## config.mk

```make
export PLATFORM = sky130hd
export DESIGN_NAME = a2d_scan_flat
export DESIGN_NICKNAME = d
export VERILOG_FILES = /design/src/rtl/a2d_scan_pkg.sv /design/src/rtl/a2d_scan_if.sv /design/src/rtl/a2d_res_regs.sv /design/src/rtl/a2d_scan.sv /design/src/flat_wrapper.sv
export SDC_FILE = /design/constraint.sdc
export NUM_CORES = 1
export LEC_CHECK = 0
export CELL_PAD_IN_SITES_DETAIL_PLACEMENT = 0
export CELL_PAD_IN_SITES_GLOBAL_PLACEMENT = 1
export CORE_MARGIN = 5
export CORE_UTILIZATION = 47
export DETAILED_ROUTE_END_ITERATION = 8
export GPL_ROUTABILITY_DRIVEN = 0
export PLACE_DENSITY = 0.86
export SYNTH_ARGS = -nofsm -noshare
export SYNTH_HDL_FRONTEND = slang
export SYNTH_HIERARCHICAL = 1
export SYNTH_SLANG_ARGS = --single-unit
```

## constraint.sdc

```tcl
create_clock -name clk -period 3.2 [get_ports clk]
set_input_delay 0.64 -clock clk [delete_from_list [all_inputs] [get_ports clk]]
set_output_delay 0.64 -clock clk [all_outputs]
set_load 0.05 [all_outputs]
```

## src/rtl/a2d_scan_pkg.sv

```systemverilog
// Shared types and constants for the A2D channel scanner.
// Latency: n/a (declarations only).
// Backpressure: n/a.
package a2d_scan_pkg;

    localparam int NUM_CH_DFLT      = 8;
    localparam int CH_W             = 3;
    localparam int RES_W            = 12;
    localparam int TMR_W            = 12;
    localparam int TIMEOUT_CYC_DFLT = 4095;

    typedef logic [2:0] state_t;

    localparam state_t ST_IDLE  = 3'd0;
    localparam state_t ST_START = 3'd1;
    localparam state_t ST_WAIT  = 3'd2;
    localparam state_t ST_NEXT  = 3'd3;
    localparam state_t ST_GAP   = 3'd4;

    // Index of the lowest set bit; 0 when the mask is empty.
    function automatic logic [CH_W-1:0] low_bit(input logic [NUM_CH_DFLT-1:0] m);
        logic [CH_W-1:0] idx;
        idx = '0;
        for (int i = NUM_CH_DFLT - 1; i >= 0; i--) begin
            if (m[i]) idx = CH_W'(i);
        end
        return idx;
    endfunction

endpackage

```

## src/rtl/a2d_scan_if.sv

```systemverilog
// Scanner <-> A2D converter link: start pulse + channel out, level complete + result back.
// Latency: n/a (wires only).
// Backpressure: none; the converter holds cnv_cmplt until the next strt_cnv.
interface a2d_scan_if;
    import a2d_scan_pkg::*;

    logic              strt_cnv;
    logic [CH_W-1:0]   chnnl;
    logic              cnv_cmplt;
    logic [RES_W-1:0]  res;

    modport master (output strt_cnv, output chnnl, input cnv_cmplt, input res);
    modport slave  (input strt_cnv, input chnnl, output cnv_cmplt, output res);
endinterface

```

## src/rtl/a2d_res_regs.sv

```systemverilog
// Per-channel result file with valid bits; one write port, one combinational read port.
// Latency: write visible on rdata the cycle after we; read is combinational.
// Backpressure: none; every write is accepted.
module a2d_res_regs
    import a2d_scan_pkg::*;
(
    input  logic                    clk,
    input  logic                    rst_n,
    input  logic                    we,
    input  logic                    clr_vld,
    input  logic [CH_W-1:0]         wch,
    input  logic [RES_W-1:0]        wdata,
    input  logic [CH_W-1:0]         rch,
    output logic [RES_W-1:0]        rdata,
    output logic [NUM_CH_DFLT-1:0]  vld
);

    logic [RES_W-1:0] mem [NUM_CH_DFLT];

    always_ff @(posedge clk or negedge rst_n) begin
        if (!rst_n) begin
            for (int i = 0; i < NUM_CH_DFLT; i++) mem[i] <= '0;
            vld <= '0;
        end else if (we) begin
            mem[wch] <= wdata;
            vld[wch] <= 1'b1;
        end else if (clr_vld) begin
            vld[wch] <= 1'b0;
        end
    end

    // Same-cycle read of the slot being written returns the old contents.
    assign rdata = mem[rch];

endmodule

```

## src/rtl/a2d_scan.sv

```systemverilog
// Scans enabled A2D channels in ascending order, once or continuously, storing results per channel.
// Latency: START->WAIT->NEXT per channel, conversion time plus 2 cycles; scan_done in the NEXT cycle.
// Backpressure: scan_go while busy is dropped; cnv_cmplt waits up to TIMEOUT_CYC before the channel is abandoned.
module a2d_scan #(
    parameter int TIMEOUT_CYC = a2d_scan_pkg::TIMEOUT_CYC_DFLT,
    parameter int NUM_CH      = a2d_scan_pkg::NUM_CH_DFLT
) (
    input  logic                           clk,
    input  logic                           rst_n,
    input  logic                           scan_go,
    input  logic                           scan_en,
    input  logic [NUM_CH-1:0]              chnl_mask,
    input  logic [15:0]                    gap_cyc,
    a2d_scan_if.master                     a2d,
    input  logic [a2d_scan_pkg::CH_W-1:0]  rd_chnl,
    output logic [a2d_scan_pkg::RES_W-1:0] rd_data,
    output logic [NUM_CH-1:0]              res_vld,
    output logic                           busy,
    output logic                           scan_done,
    output logic                           tmo_err
);
    import a2d_scan_pkg::*;

    localparam logic [TMR_W-1:0] TMO_LIM = TMR_W'(TIMEOUT_CYC);

    state_t             state;
    logic [CH_W-1:0]    ch;
    logic [NUM_CH-1:0]  mask_q;
    logic [NUM_CH-1:0]  above;
    logic [TMR_W-1:0]   timer;
    logic [15:0]        gap_cnt;
    logic               launch_ok;
    logic               res_we;
    logic               res_clr;

    assign launch_ok = |chnl_mask;
    // Enabled channels strictly above the current one; empty once ch is the top enabled bit.
    assign above     = mask_q & ~((NUM_CH'(2) << ch) - NUM_CH'(1));

    // timer==0 guard skips a complete level left over from the previous conversion.
    assign res_we  = (state == ST_WAIT) && a2d.cnv_cmplt && (timer != '0);
    assign res_clr = (state == ST_WAIT) && !res_we && (timer == TMO_LIM);

    assign a2d.strt_cnv = (state == ST_START);
    assign a2d.chnnl    = ch;
    assign busy         = (state != ST_IDLE);
    assign scan_done    = (state == ST_NEXT) && (above == '0);

    always_ff @(posedge clk or negedge rst_n) begin
        if (!rst_n) begin
            state   <= ST_IDLE;
            ch      <= '0;
            mask_q  <= '0;
            timer   <= '0;
            gap_cnt <= '0;
            tmo_err <= 1'b0;
        end else begin
            case (state)
                ST_IDLE: begin
                    if ((scan_go || scan_en) && launch_ok) begin
                        mask_q <= chnl_mask;
                        ch     <= low_bit(chnl_mask);
                        state  <= ST_START;
                        if (scan_go) tmo_err <= 1'b0;
                    end
                end
                ST_START: begin
                    timer <= '0;
                    state <= ST_WAIT;
                end
                ST_WAIT: begin
                    if (res_we) begin
                        state <= ST_NEXT;
                    end else if (timer == TMO_LIM) begin
                        tmo_err <= 1'b1;
                        state   <= ST_NEXT;
                    end else if (timer != '1) begin
                        timer <= timer + 1'b1;
                    end
                end
                ST_NEXT: begin
                    if (above != '0) begin
                        ch    <= low_bit(above);
                        state <= ST_START;
                    end else begin
                        gap_cnt <= gap_cyc;
                        state   <= scan_en ? ST_GAP : ST_IDLE;
                    end
                end
                ST_GAP: begin
                    if (!scan_en) begin
                        state <= ST_IDLE;
                    end else if (gap_cnt == '0) begin
                        if (launch_ok) begin
                            mask_q <= chnl_mask;
                            ch     <= low_bit(chnl_mask);
                            state  <= ST_START;
                        end else begin
                            state <= ST_IDLE;
                        end
                    end else begin
                        gap_cnt <= gap_cnt - 1'b1;
                    end
                end
                default: state <= ST_IDLE;
            endcase
        end
    end

    a2d_res_regs u_res_regs (
        .clk     (clk),
        .rst_n   (rst_n),
        .we      (res_we),
        .clr_vld (res_clr),
        .wch     (ch),
        .wdata   (a2d.res),
        .rch     (rd_chnl),
        .rdata   (rd_data),
        .vld     (res_vld)
    );

endmodule

```

## src/flat_wrapper.sv

```systemverilog
// flat-port wrapper written by rule: the top's interface ports become plain ports
module a2d_scan_flat import a2d_scan_pkg::*;
#(
    parameter int TIMEOUT_CYC = a2d_scan_pkg::TIMEOUT_CYC_DFLT,
    parameter int NUM_CH      = a2d_scan_pkg::NUM_CH_DFLT
)
  (clk, rst_n, scan_go, scan_en, chnl_mask, gap_cyc, rd_chnl, rd_data, res_vld, busy, scan_done, tmo_err, a2d_strt_cnv, a2d_chnnl, a2d_cnv_cmplt, a2d_res);
  a2d_scan_if a2d_i ();
  input  logic clk;
  input  logic rst_n;
  input  logic scan_go;
  input  logic scan_en;
  input  logic [NUM_CH-1:0] chnl_mask;
  input  logic [15:0] gap_cyc;
  input  logic [a2d_scan_pkg::CH_W-1:0] rd_chnl;
  output logic [a2d_scan_pkg::RES_W-1:0] rd_data;
  output logic [NUM_CH-1:0] res_vld;
  output logic busy;
  output logic scan_done;
  output logic tmo_err;
  output wire logic [$bits(a2d_i.strt_cnv)-1:0] a2d_strt_cnv;
  output wire logic [$bits(a2d_i.chnnl)-1:0] a2d_chnnl;
  input wire logic [$bits(a2d_i.cnv_cmplt)-1:0] a2d_cnv_cmplt;
  input wire logic [$bits(a2d_i.res)-1:0] a2d_res;
  assign a2d_strt_cnv = a2d_i.strt_cnv;
  assign a2d_chnnl = a2d_i.chnnl;
  assign a2d_i.cnv_cmplt = a2d_cnv_cmplt;
  assign a2d_i.res = a2d_res;
  a2d_scan #(.TIMEOUT_CYC(TIMEOUT_CYC), .NUM_CH(NUM_CH)) u_core (.clk(clk), .rst_n(rst_n), .scan_go(scan_go), .scan_en(scan_en), .chnl_mask(chnl_mask), .gap_cyc(gap_cyc), .a2d(a2d_i), .rd_chnl(rd_chnl), .rd_data(rd_data), .res_vld(res_vld), .busy(busy), .scan_done(scan_done), .tmo_err(tmo_err));
endmodule
```

==> metrics.md, run 1 <==
| Metric | Value |
|---|---|
| Routed vias/inst | 5.77 |
| Multiplexer share of the synthesized area | 26.4% |
| Arrival time worst endpoint | 2280 ps |
| Synth Area in Simple Gates | 11.4% |
| Post-DR wirelength/cell | 18.9 um |
| Overall Power | 7.45 mW |
| XOR/XNOR Fraction of Synth Area | 0.472% |
| Worst-skew pair later-pin latency | 420 ps |
| Final setup fails | 0 |
| TNS Setup | 0 ps |
| Mapped Cells | 585 |
| TritonCTS clock tree | yes |
| Core area | 0.0157 mm2 |
| Area Growth Syn to Fin | 22.4% |
| DRT iter0 DRCs | 228 |
| Sequential fraction of the synthesis area | 49.2% |
| Fin. max-slew vios | 0 |
| Min-Delay Path Class | in2async |
| Layout cells sized above 1 | 28.7% |
| Peak supply drop | 0.622 mV |
| Syn Area/Cell | 12.7 um2 |
| FF+latch area | 0.00365 mm2 |
| Dpl hpwl | 11500 um |
| Htree depth | 4 |
| Worst setup SP type | flop |
| Cell Pwr Density | 819 mW/mm2 |
| Top area cells in the synthesized netlist | dfrtp_1 49%, mux2_2 12%, mux4_2 7.3% |
| Worst Path Required | 2560 ps |
| Yosys warnings | 6 |
| CP endpoint kind | output port |
| Post-Route Skew | 9.68 ps |
| Max Freq | 0.343 GHz |
| Cell with the most instances after synthesis | dfrtp_1 |
| Num CTS Buffers | 17 |
| CTS Buffer Depth | 2 |
| Initial Util | 47.3% |
| Max Cap Viol | 0 |
| Cell area after synthesis | 0.00743 mm2 |
| Final WL | 16900 um |
| Slew headroom | 16.6% |
| GRT Total Usage | 19.9% |
| Total global routing overflow | 0 |
| Num ports | 71 |
| Die W | 136 um |
| #FFs+latches synth | 146 |
| Area leader, netlist | dfrtp_1 |
| Adder-cell share of the synthesized area | 0.674% |
| RSZ-0062 raised after global routing | false |
| Worst-path fanout max | 7 |
| Number of synthesized flops with an enable pin | 0 |
| Synth Flop Type | dfrtp_1 |
| Vias in the first global route | 5567 |
| Cts hold-fix bufs | 0 |
| Syn Nets | 633 |
| Final Hold Vio Count | 0 |
| Largest family of logic cells by synthesized area | multiplexers |
| Min cycle time layout | 2920 ps |
| ANT nets after route | 0 |
| Asr flop ratio synth | 100% |
| Tightest Pin Transition | 1240 ps |
| Top cells by count, synth | 146 x dfrtp_1, 81 x mux2_2, 38 x mux2_1 |
| Post-synthesis compound-gate area fraction | 8.52% |
| DIE HEIGHT | 136 um |
| Clock sinks | 146 |
| Vias | 5156 |
| Filler cell count | 1261 |
| Antenna Cells | 0 |
| Worst-path clk slew | 60 ps |
| First-pass iteration count of the detailed router | 4 |
| Largest net degree at the start of global routing | 77 |
| Nets | 712 |
| CTS Root Cell | clkbuf_16 |
| Multi-input gate area | 0.00353 mm2 |
| Leakage | 4.15 nW |
| Initial antenna violation count | 0 |
| Port Buffer Count | 70 |
| # Post-CTS Setup Buffers | 0 |
| Synth unique cells | 64 |
| Row count | 46 |
| Status | finished clean |
| Global-route wire length before repair | 28900 um |
| Period utilisation layout | 91.1% |
| Drt drc | 0 |
| Post-CTS Resized | 0 |
| CP Class | reg2out |
| Synth top area share | 49.2% |
| DIE AREA | 0.0184 mm2 |
| Final core utilization | 57.9% |
## power breakdown
part,internal (mW),switching (mW),leakage (nW)
clock network,1.46,0.734,0.326
logic,1.17,1.23,1.90
registers,2.43,0.431,1.92
## metal layers
metal  wire length [um]  track usage, %  vias to the layer above
li1                   -               -                     2365
met1               7490            26.6                     2663
met2               8620            33.0                      117
met3                683            3.90                       11
met4                114            6.16                        0
met5                  0               0                        -
## kinds of logic (layout without fill, tap and decap cells)
family                   Yosys count  count (layout)
multiplexers                     151             151
flip-flops                       146             146
AND/OR/NAND/NOR                  137             137
AO/OA/AOI/OAI                     89              89
buffers and inverters             54             146
adder cells (fa/ha/maj)            4               4
XOR/XNOR                           4               4
## path summary, 6_finish.rpt
kind | slack [ps] | cells past startpoint | to | from
worst max-delay path | 280 | 4 | busy | u_core/state[1]
worst min-delay path | 240 | 1 | async pin | rst_n
worst max register to register | 440 | 7 | u_core/a2d.chnnl[1] | u_core/gap_cnt[0]
worst min register to register | 490 | 1 | u_core/u_res_regs/mem[94] | u_core/u_res_regs/mem[94]
max in group asynchronous | 2110 | 2 | u_core/timer[4] | rst_n
min in group clk | 490 | 1 | u_core/u_res_regs/mem[94] | u_core/u_res_regs/mem[94]
## flip-flops by register name (all words and copies together), names as in the netlist, named ones only
register and flops:
u_core/u_res_regs/mem 96, u_core/gap_cnt 16, u_core/timer 12, u_core/mask_q 7, u_core/a2d.chnnl 3, u_core/state 3, u_core/tmo_err 1
## cells in the final DEF (no fill, tap or decap), types with 5 or more instances in the layout
master,count
a21o_1,8
a21oi_1,15
a31oi_1,5
buf_4,35
bufinv_16,5
clkbuf_16,17
clkdlybuf4s50_1,55
dfrtp_1,146
inv_1,18
mux2_1,38
mux2_2,81
mux2i_1,8
mux4_2,24
nand2_1,24
nand2b_1,8
nand3_1,9
nand4_1,6
nor2_1,25
nor3_1,7
nor4_1,14
o21ai_0,13
o22ai_1,9
o2bb2ai_1,12
## worst max-delay path: stages (launching register included)
cell and delay [ps]:
dfrtp_1 450, or2_2 370, nor2_1 220, inv_1 110, clkdlybuf4s50_1 710
## layout make-up
type                            instances  share of cell area (%)
Multi-Input combinational cell        385                    38.8
Inverter                               18                   0.743
Tap cell                              216                    2.97
Timing Repair Buffer                   96                    10.0
Clock buffer                           22                    5.32
Clock inverter                         10                    1.95
Sequential cell                       146                    40.2
## per-stage QoR
step           worst slack, ps  instance area (um2)  hold slack (ps)  instances
2_1_floorplan              111                 7430              344        585
3_3_place_gp               375                 8430              464        861
3_5_place_dp               397                 8430              474        861
4_1_cts                    298                 9090              267        893
5_1_grt                    231                 9090              296        893
6_report                   284                 9090              240        893
No activity file was read; power rests on OpenSTA's default activity.
==> inputs of run 2 (changes only) <==
Settings changed: CORE_ASPECT_RATIO set to 2.
==> run 2 against run 1 <==
Net effect: non-clock buffer count decreased by 1; critical path type unchanged; highest routed layer unchanged; cell area decreased by 0.55%; largest cell class unchanged; critical path depth unchanged; worst hold slack got worse by 39 ps; clock-buffer cell count decreased by 3.
==> metrics.md, run 2 (synthesis results as in run 1) <==
| Metric | Value |
|---|---|
| Status | finished clean |
| Fin. max-slew vios | 0 (unchanged) |
| Slew headroom | 27.4% (+11 points) |
| Global-route wire length before repair | 29400 um (+1.7%) |
| Leakage | 4.13 nW (-0.40%) |
| Worst Path Required | 2560 ps (about the same) |
| Switching Power | 2.42 mW (+1.4%) |
| Routed wl met2 | 10300 um (+19%) |
| Vias | 5228 (+1.4%) |
| Core area | 0.0157 mm2 (-0.10%) |
| Final WL | 17800 um (+5.2%) |
| Vias in the first global route | 5649 (+1.5%) |
| CTS Root Cell | clkbuf_16 |
| R2r endpoint | u_core/gap_cnt[10] |
| Largest net degree at the start of global routing | 67 (-13%) |
| Switching share of power | 32.6% (+0.50 points) |
| First-pass iteration count of the detailed router | 4 (unchanged) |
| Worst setup SP type | flop |
| Worst-skew pair later-pin latency | 420 ps (about the same) |
| Tightest Pin Transition | 1090 ps (-155 ps) |
| Post-CTS Resized | 0 (unchanged) |
| Max Cap Viol | 0 (unchanged) |
| Slowest stage cell, crit path | clkdlybuf4s50_1 |
| Port Buffer Count | 70 (unchanged) |
| DIE HEIGHT | 188 um (+38%) |
| Largest regs | u_core/u_res_regs/mem: 96 flops, u_core/gap_cnt: 16 flops, u_core/timer: 12 flops |
| Arrival time worst endpoint | 2420 ps (+140 ps) |
| # Post-CTS Setup Buffers | 0 (unchanged) |
| Worst-path fanout max | 11 (+4) |
| Top cell family by delay on the critical path | buffers and inverters |
| Num ports | 71 (unchanged) |
| CP Buf/Inv Count | 3 (+1) |
| P_int | 5.01 mW (-0.91%) |
| Initial Util | 47.3% (+0.049 points) |
| Worst Reg-to-Reg Cells | 8 (+1) |
| Wl on met1 | 6380 um (-15%) |
| GRT Total Usage | 19.9% (-0.029 points) |
| Worst R2R Setup Slack | 360 ps (-80 ps) |
| Layout cells sized above 1 | 28.5% (-0.17 points) |
| Htree depth | 4 (unchanged) |
| Nets | 711 (-0.14%) |
| Worst-path clk slew | 60 ps (about the same) |
| Final setup fails | 0 (unchanged) |
| Min cycle time layout | 3060 ps (+143 ps) |
| Commonest cells after routing, fill and taps aside | 146 x dfrtp_1, 81 x mux2_2, 55 x clkdlybuf4s50_1, 38 x mux2_1, 34 x buf_4 |
| TritonCTS clock tree | yes |
| Row count | 65 (+41%) |
| Peak supply drop | 0.374 mV (-40%) |
| Top reg by flops | u_core/u_res_regs/mem |
| Final Hold Vio Count | 0 (unchanged) |
| Reg2reg start | u_core/gap_cnt[0] |
| RSZ-0062 raised after global routing | false |
| Area Growth Syn to Fin | 21.7% |
| Total global routing overflow | 0 (unchanged) |
| Commonest non-fill, non-tap cell in the layout | dfrtp_1 |
| Clock share of power | 28.8% (-0.7 points) |
| Initial antenna violation count | 0 (unchanged) |
| CP endpoint kind | output port |
| DRT iter0 DRCs | 218 (-4.4%) |
| CTS Buffer Depth | 2 (unchanged) |
| Clock sinks | 146 (unchanged) |
| TNS Setup | 0 ps (unchanged) |
| Reg power frac | 38.5% (about the same) |
| Dpl hpwl | 12600 um (+9.9%) |
| WP depth | 4 (unchanged) |
| Period utilisation layout | 95.6% (+4.5 points) |
| Max Freq | 0.327 GHz (-4.7%) |
| Post-DR wirelength/cell | 20.3 um (+7.4%) |
| Routed vias/inst | 5.97 (+3.5%) |
| CP Class | reg2out |
| Min-Delay Path Class | in2async |
| DR top layer | met4 |
| Crit path from | u_core/state[0] |
| Final core utilization | 57.6% (-0.26 points) |
| Die W | 98.9 um (-27%) |
| Cell Pwr Density | 822 mW/mm2 (+0.38%) |
| Max reg flops | 96 (unchanged) |
| Num CTS Buffers | 17 (unchanged) |
| Worst-path cell chain | inv_1, or3_1, inv_1, clkdlybuf4s50_1 |
| Comb pwr share | 32.7% (+0.6 points) |
| Cts hold-fix bufs | 0 (unchanged) |
| Most used cell along the critical path | inv_1 |
| Antenna Cells | 0 (unchanged) |
| DIE AREA | 0.0186 mm2 (+0.83%) |
| DR WL met3 | 732 um (+7.2%) |
| Worst path max stage delay | 810 ps (+100 ps) |
| ANT nets after route | 0 (unchanged) |
| Drt drc | 0 (unchanged) |
| Post-Route Skew | 11.6 ps (+1.97 ps) |
| CP endpoint | a2d_strt_cnv |
[run 2: worst min path at each step]
stage	startpoint	end	slack, ps	cells past startpoint
floorplan	rst_n	u_core/a2d.chnnl[0]	340	0
global placement	u_core/u_res_regs/mem[94]	u_core/u_res_regs/mem[94]	460	1
finish	rst_n	u_core/u_res_regs/mem[51]	200	1
detailed placement	flop	flop	480	1
global route	rst_n	u_core/u_res_regs/mem[15]	250	1
CTS	rst_n	u_core/u_res_regs/mem[51]	220	1
[run 2: through the flow]
stage / hold WS [ps] / total power, mW / std cells / setup WS, ps / cell area (um2)
floorplan: 344 / 4.52 / 585 / 111 / 7430
global placement: 463 / 5.17 / 845 / 383 / 8410
detailed placement: 477 / 5.32 / 845 / 376 / 8410
CTS: 219 / 7.49 / 875 / 108 / 9040
global route: 249 / 7.82 / 875 / 13.3 / 9040
finish: 200 / 7.43 / 875 / 141 / 9040
[run 2: per-layer routing]
metal	GRT usage (%)	up-vias
met3	4.24	26
met2	37.7	151
met1	21.4	2687
met5	0	-
met4	6.47	0
li1	-	2364
[run 2: area by class of cell]
cell class / instances / area, um2
Timing Repair Buffer: 95 / 902
Fill cell: 1256 / 6650
Clock buffer: 19 / 453
Multi-Input combinational cell: 385 / 3530
Inverter: 18 / 67.6
Tap cell: 201 / 251
Clock inverter: 11 / 185
Sequential cell: 146 / 3650
[run 2: power groups by stage]
stage | sequential, mW | clock (mW) | combinational [mW]
5_1_grt | 2.94 | 2.27 | 2.62
6_report | 2.86 | 2.14 | 2.43
3_3_place_gp | 2.83 | 0 | 2.35
2_1_floorplan | 2.87 | 0 | 1.65
4_1_cts | 2.86 | 2.18 | 2.45
3_5_place_dp | 2.89 | 0 | 2.43
